File: src/rtl/s2p.sv
// -----------------------------------------------------------------------------
// s2p : serial-to-parallel deserializer
//
// Collects N single-bit beats from a valid/ready serial link into an N-bit
// word. Completed words go into a small output FIFO (DEPTH entries, any
// depth >= 1), so the serial side keeps moving while the parallel consumer
// stalls. This is the stage directly downstream of p2s, and the pair forms a
// bit-exact loopback.
//
// Handshake semantics (both links):
//   A beat transfers on a rising clk edge where valid & ready are both 1.
//   A producer holding valid=1 must not depend on ready to raise valid.
//   ready is a function of registered state only. No combinational path
//   exists from par_ready to ser_ready, or from ser_* to par_*.
//
// Parameters
//   N          word width in bits (>= 2)
//   LSB_FIRST  1: first serial bit lands in par_data[0]
//              0: first serial bit lands in par_data[N-1]
//   DEPTH      output FIFO entries (>= 1, need not be a power of two)
//
// Ports
//   clk        rising-edge clock
//   rst        synchronous reset, active-high. Drops any partial word and
//              the FIFO contents.
//   ser_data   serial bit, ignored unless ser_valid & ser_ready
//   ser_valid  ser_data is valid
//   ser_ready  a bit is accepted this cycle. Only the final bit of a word
//              can stall, and only while the FIFO is full.
//   par_data   word at the FIFO head (0 when empty)
//   par_valid  FIFO non-empty
//   par_ready  consumer takes par_data
//   busy       partial word in progress or FIFO non-empty
// -----------------------------------------------------------------------------
module s2p #(
  parameter int N         = 8,
  parameter bit LSB_FIRST = 1'b1,
  parameter int DEPTH     = 2
) (
  input  logic         clk,
  input  logic         rst,
  input  logic         ser_data,
  input  logic         ser_valid,
  output logic         ser_ready,
  output logic [N-1:0] par_data,
  output logic         par_valid,
  input  logic         par_ready,
  output logic         busy
);

  localparam int CNT_W = $clog2(N);
  localparam int PTR_W = (DEPTH > 1) ? $clog2(DEPTH) : 1;
  localparam int OCC_W = $clog2(DEPTH + 1);

  localparam logic [CNT_W-1:0] LAST_BIT = CNT_W'(N - 1);
  localparam logic [PTR_W-1:0] LAST_PTR = PTR_W'(DEPTH - 1);
  localparam logic [OCC_W-1:0] FULL_OCC = OCC_W'(DEPTH);

  // ---------------------------------------------------------------------------
  // State
  // ---------------------------------------------------------------------------
  logic [CNT_W-1:0] bit_cnt_q, bit_cnt_d;
  logic [N-1:0]     shift_q,   shift_d;
  logic [PTR_W-1:0] wr_ptr_q,  wr_ptr_d;
  logic [PTR_W-1:0] rd_ptr_q,  rd_ptr_d;
  logic [OCC_W-1:0] occ_q,     occ_d;
  logic [N-1:0]     mem_q [DEPTH];

  // ---------------------------------------------------------------------------
  // Handshake decode
  // ---------------------------------------------------------------------------
  logic         final_bit;
  logic         ser_accept;
  logic         push;
  logic         pop;
  logic [N-1:0] word_in;

  assign final_bit  = (bit_cnt_q == LAST_BIT);
  assign ser_accept = ser_valid & ser_ready;
  assign push       = ser_accept & final_bit;
  assign pop        = par_valid & par_ready;

  // The shift register shifts toward the end that the first bit must reach.
  // After N accepts, the first bit sits at index 0 (LSB_FIRST) or at N-1.
  // The shifted value with the current bit included is therefore the complete
  // word on the final beat.
  always_comb begin
    word_in = '0;
    if (LSB_FIRST) begin
      word_in = {ser_data, shift_q[N-1:1]};
    end else begin
      word_in = {shift_q[N-2:0], ser_data};
    end
  end

  // ---------------------------------------------------------------------------
  // Next-state logic
  // ---------------------------------------------------------------------------
  always_comb begin
    bit_cnt_d = bit_cnt_q;
    shift_d   = shift_q;
    wr_ptr_d  = wr_ptr_q;
    rd_ptr_d  = rd_ptr_q;
    occ_d     = occ_q;

    if (ser_accept) begin
      if (final_bit) begin
        // The word leaves through the FIFO. Clearing the shift register
        // keeps the next word free of residue.
        bit_cnt_d = '0;
        shift_d   = '0;
      end else begin
        bit_cnt_d = bit_cnt_q + CNT_W'(1);
        shift_d   = word_in;
      end
    end

    // The pointers wrap explicitly, so DEPTH need not be a power of two.
    if (push) begin
      wr_ptr_d = (wr_ptr_q == LAST_PTR) ? '0 : wr_ptr_q + PTR_W'(1);
    end
    if (pop) begin
      rd_ptr_d = (rd_ptr_q == LAST_PTR) ? '0 : rd_ptr_q + PTR_W'(1);
    end

    // A simultaneous push and pop leaves the occupancy unchanged.
    unique case ({push, pop})
      2'b10:   occ_d = occ_q + OCC_W'(1);
      2'b01:   occ_d = occ_q - OCC_W'(1);
      default: occ_d = occ_q;
    endcase
  end

  // ---------------------------------------------------------------------------
  // Registers
  // ---------------------------------------------------------------------------
  always_ff @(posedge clk) begin
    if (rst) begin
      bit_cnt_q <= '0;
      shift_q   <= '0;
      wr_ptr_q  <= '0;
      rd_ptr_q  <= '0;
      occ_q     <= '0;
    end else begin
      bit_cnt_q <= bit_cnt_d;
      shift_q   <= shift_d;
      wr_ptr_q  <= wr_ptr_d;
      rd_ptr_q  <= rd_ptr_d;
      occ_q     <= occ_d;
    end
  end

  // Storage needs no reset. An entry is only visible while occ_q says it is
  // live, and occ_q is cleared on reset.
  always_ff @(posedge clk) begin
    if (!rst && push) begin
      mem_q[wr_ptr_q] <= word_in;
    end
  end

  // ---------------------------------------------------------------------------
  // Outputs (registered state only)
  // ---------------------------------------------------------------------------
  // The final bit may only stall while the FIFO is full. Earlier bits never
  // need FIFO space.
  assign ser_ready = !final_bit || (occ_q < FULL_OCC);
  assign par_valid = (occ_q != '0);
  assign par_data  = par_valid ? mem_q[rd_ptr_q] : '0;
  assign busy      = (bit_cnt_q != '0) || par_valid;

endmodule

File: config.mk
export PLATFORM = sky130hd
export DESIGN_NAME = s2p
export DESIGN_NICKNAME = d
export VERILOG_FILES = /design/src/rtl/s2p.sv
export SDC_FILE = /design/constraint.sdc
export NUM_CORES = 1
export LEC_CHECK = 0
export ABC_AREA = 1
export BUFFER_PORTS_ARGS = -buffer_cell sky130_fd_sc_hd__clkbuf_2
export CELL_PAD_IN_SITES_DETAIL_PLACEMENT = 1
export CELL_PAD_IN_SITES_GLOBAL_PLACEMENT = 2
export CORE_MARGIN = 10
export CORE_UTILIZATION = 23
export CTS_CLUSTER_DIAMETER = 60
export DETAILED_ROUTE_END_ITERATION = 12
export GPL_ROUTABILITY_DRIVEN = 0
export PLACE_DENSITY = 0.65
export SLEW_MARGIN = 10
export SYNTH_ARGS = -nofsm -noshare
export SYNTH_HDL_FRONTEND = slang
export SYNTH_SLANG_ARGS = --single-unit
export TNS_END_PERCENT = 10
File: constraint.sdc
create_clock -name clk -period 4.17 [get_ports clk]
set_input_delay 0.417 -clock clk [delete_from_list [all_inputs] [get_ports clk]]
set_output_delay 0.417 -clock clk [all_outputs]
set_load 0.02 [all_outputs]
==> out/metrics.yaml <==
status: "finished clean"
numCtsBuffers: 5
htreeDepth: 2
synth_edf_count: 16
die_y_um: 93.6
ant_nets: 0
met3WireLength_um: 158
grt_pass1_vias: 1011
max_slew_margin_pct: 34.7
synth_cell_type_count: 17
fill_cells: 608
critPathTopFamily: "simple AND/OR/NAND/NOR gates"
clkPwrFrac_pct: 44.5
fin_nets: 160
critical_path.n_buffers_inverters: 1
synth_commonest_cells: "nand2_1 (41), a21oi_1 (18), edfxtp_1 (16)"
p_int_mw: 0.505
swShare_pct: 20.0
crit_chain: "ha_1 > ha_1 > nand2_1 > nand2_4 > inv_2 > nand2_2 > nor3_1"
fin_area_um2: 1500
slowest_delay_ns: 0.75
grt_pass1_wl_um: 4730
via_count: 904
synth_seq_area_share_pct: 62.7
max_slew.worst_pin.slew_ns: 0.972
synth_fa_ha_area_share_pct: 4.02
grt_start_max_net_pins: 12
comb_power_share_pct: 3.9
routedLengthMet1_um: 1230
synth_area_leaders: "edfxtp_1 (39%), dfxtp_1 (24%), nand2_1 (12%)"
yosys.area.top_type_share_pct: 38.6
p_leak_nw: 0.582
path_clk_slew_ns: 0.06
met2WireLength_um: 1190
powerDensity_nw_per_um2: 421
cts_hold_buf: 0
syn_to_final_growth_pct: 20.6
cts_tree: "yes"
tns_ns: 0
cts.sinks: 31
setup_viol: 0
cts_setup_buffers: 0
fmax_mhz: 427
io_pins: 16
cp.arrival_ns: 2.24
finalMaxSlewViolations: 0
track_usage_pct: 6.82
p_total_mw: 0.632
wl_per_cell_um: 12.0
wirelength_um: 2660
fin_worst_skew_ns: 0.00472
path_common_cell: "ha_1"
synthArstFlopShare_pct: 0
initial_utilization_pct: 24.1
overflow: 0
first_pass_iters: 4
vdd_drop_max_v: 0.000175
synth_xor_xnor_area_share_pct: 0
slowest_stage: "nor3_1"
dpl_cell_area_um2: 1390
synth_top_cell_by_area: "edfxtp_1"
synth-main-ff-cell: "edfxtp_1"
drc: 0
antenna_found_initial: 0
clock-root-buffer: "clkbuf_8"
synthSimpleGateAreaFrac_pct: 19.7
ys_seq_elements: 31
top_layer: "met4"
clk-insertion-delay-late_ns: 0.28
period_needed_ns: 2.34
power_frac_seq_pct: 51.5
fin_crit_sh_pct: 56.2
antenna_cells: 0
maxCapViolations: 0
worstSetupEndpointType: "flip-flop"
drt_iter0_drc: 32
finalHoldViolations: 0
worstPathRequired_ns: 4.07
cts-resized-gates: 0
synth.cell_area_um2: 1240
critical_path_class: "flip-flop to flip-flop"
port_buffers: 15
clock_path_buffers: 2
rsz0062_at_grt: "no"
synth_compound_area_share_pct: 8.84
worst_setup_path_start_kind: "flip-flop"
syn_inst: 132
synth_top_family_by_area: "simple AND/OR/NAND/NOR gates"
die-area_um2: 8760
row_count: 26
core_area_um2: 5170
die_w_um: 93.6
drive_above_1_share_pct: 17.1
dp_hpwl_um: 2010
cp_max_fo: 10
viasPerCell: 4.07
avgSynthCellArea_um2: 9.43
holdWs_ns: 0.367
yosys_warnings: 0
p_sw_mw: 0.127
worstHoldPathType: "input pin to flip-flop"
synth.area.mux_share_pct: 0
synth.most_common_cell: "nand2_1"
synth_nets: 141
## power by group through the flow
stage	logic [mW]	clock network (mW)	registers [mW]
2_1_floorplan	0.0168	0	0.331
3_3_place_gp	0.0248	0	0.332
3_5_place_dp	0.0255	0	0.332
4_1_cts	0.0256	0.291	0.325
5_1_grt	0.0294	0.303	0.326
6_report	0.0249	0.281	0.325
## flip-flops by register name, summed over array words and instances (netlist names), named ones only
register   count
rd_ptr_q       1
mem_q         16
bit_cnt_q      3
shift_q        7
wr_ptr_q       1
occ_q          2
## metrics by stage
| stage | utilization [%] | setup WS [ns] | instances |
|---|---|---|---|
| final | 29.0 | 1.83 | 222 |
| after global routing | 29.0 | 1.63 | 222 |
| after CTS | 29.0 | 1.78 | 222 |
| after detailed placement | 26.9 | 1.80 | 214 |
| after global placement | 26.9 | 1.92 | 214 |
| after floorplan | - | 1.96 | 132 |
## area by class of cell
class	count	area, µm²	area share, %
clock buffers	5	68.8	4.58
well taps	70	87.6	5.83
inverters	12	45.0	3.00
multi-input cells	86	405	27.0
repair buffers	15	75.1	5.00
flip-flops and latches	31	781	52.0
clock inverters	3	38.8	2.58
## kinds of logic (layout without fill, tap and decap cells)
group | count (synthesis) | count (layout)
simple gates | 60 | 60
flops | 31 | 31
buf+inv | 15 | 35
compound gates | 22 | 22
fa+ha+maj | 4 | 4
## worst paths after layout
| check | start | endpoint | slack, ns | cells past startpoint |
|---|---|---|---|---|
| hold reg to reg | shift_q[1] | mem_q[0][0] | 0.48 | 0 |
| hold / removal | ser_data | mem_q[0][7] | 0.37 | 1 |
| setup reg to reg | bit_cnt_q[0] | mem_q[1][7] | 1.83 | 7 |
| setup / recovery | bit_cnt_q[0] | mem_q[1][7] | 1.83 | 7 |
## metal layers
layer | vias to the layer above | global-route usage (%)
met5 | - | 0
met4 | 0 | 4.56
met3 | 6 | 2.80
met2 | 16 | 10.7
met1 | 416 | 7.39
li1 | 466 | -
## placed cells by master, fill, tap and decap left out, drive strengths merged
cell type and n:
nand2 43, clkbuf 20, a21oi 18, edfxtp 16
dfxtp 15, nor2 14, inv 12, o21ai 4
ha 4, clkinv 2, nand3b 1, nor3 1
nand4 1, bufinv 1
Note: power is estimated with default switching activity, not from simulation.
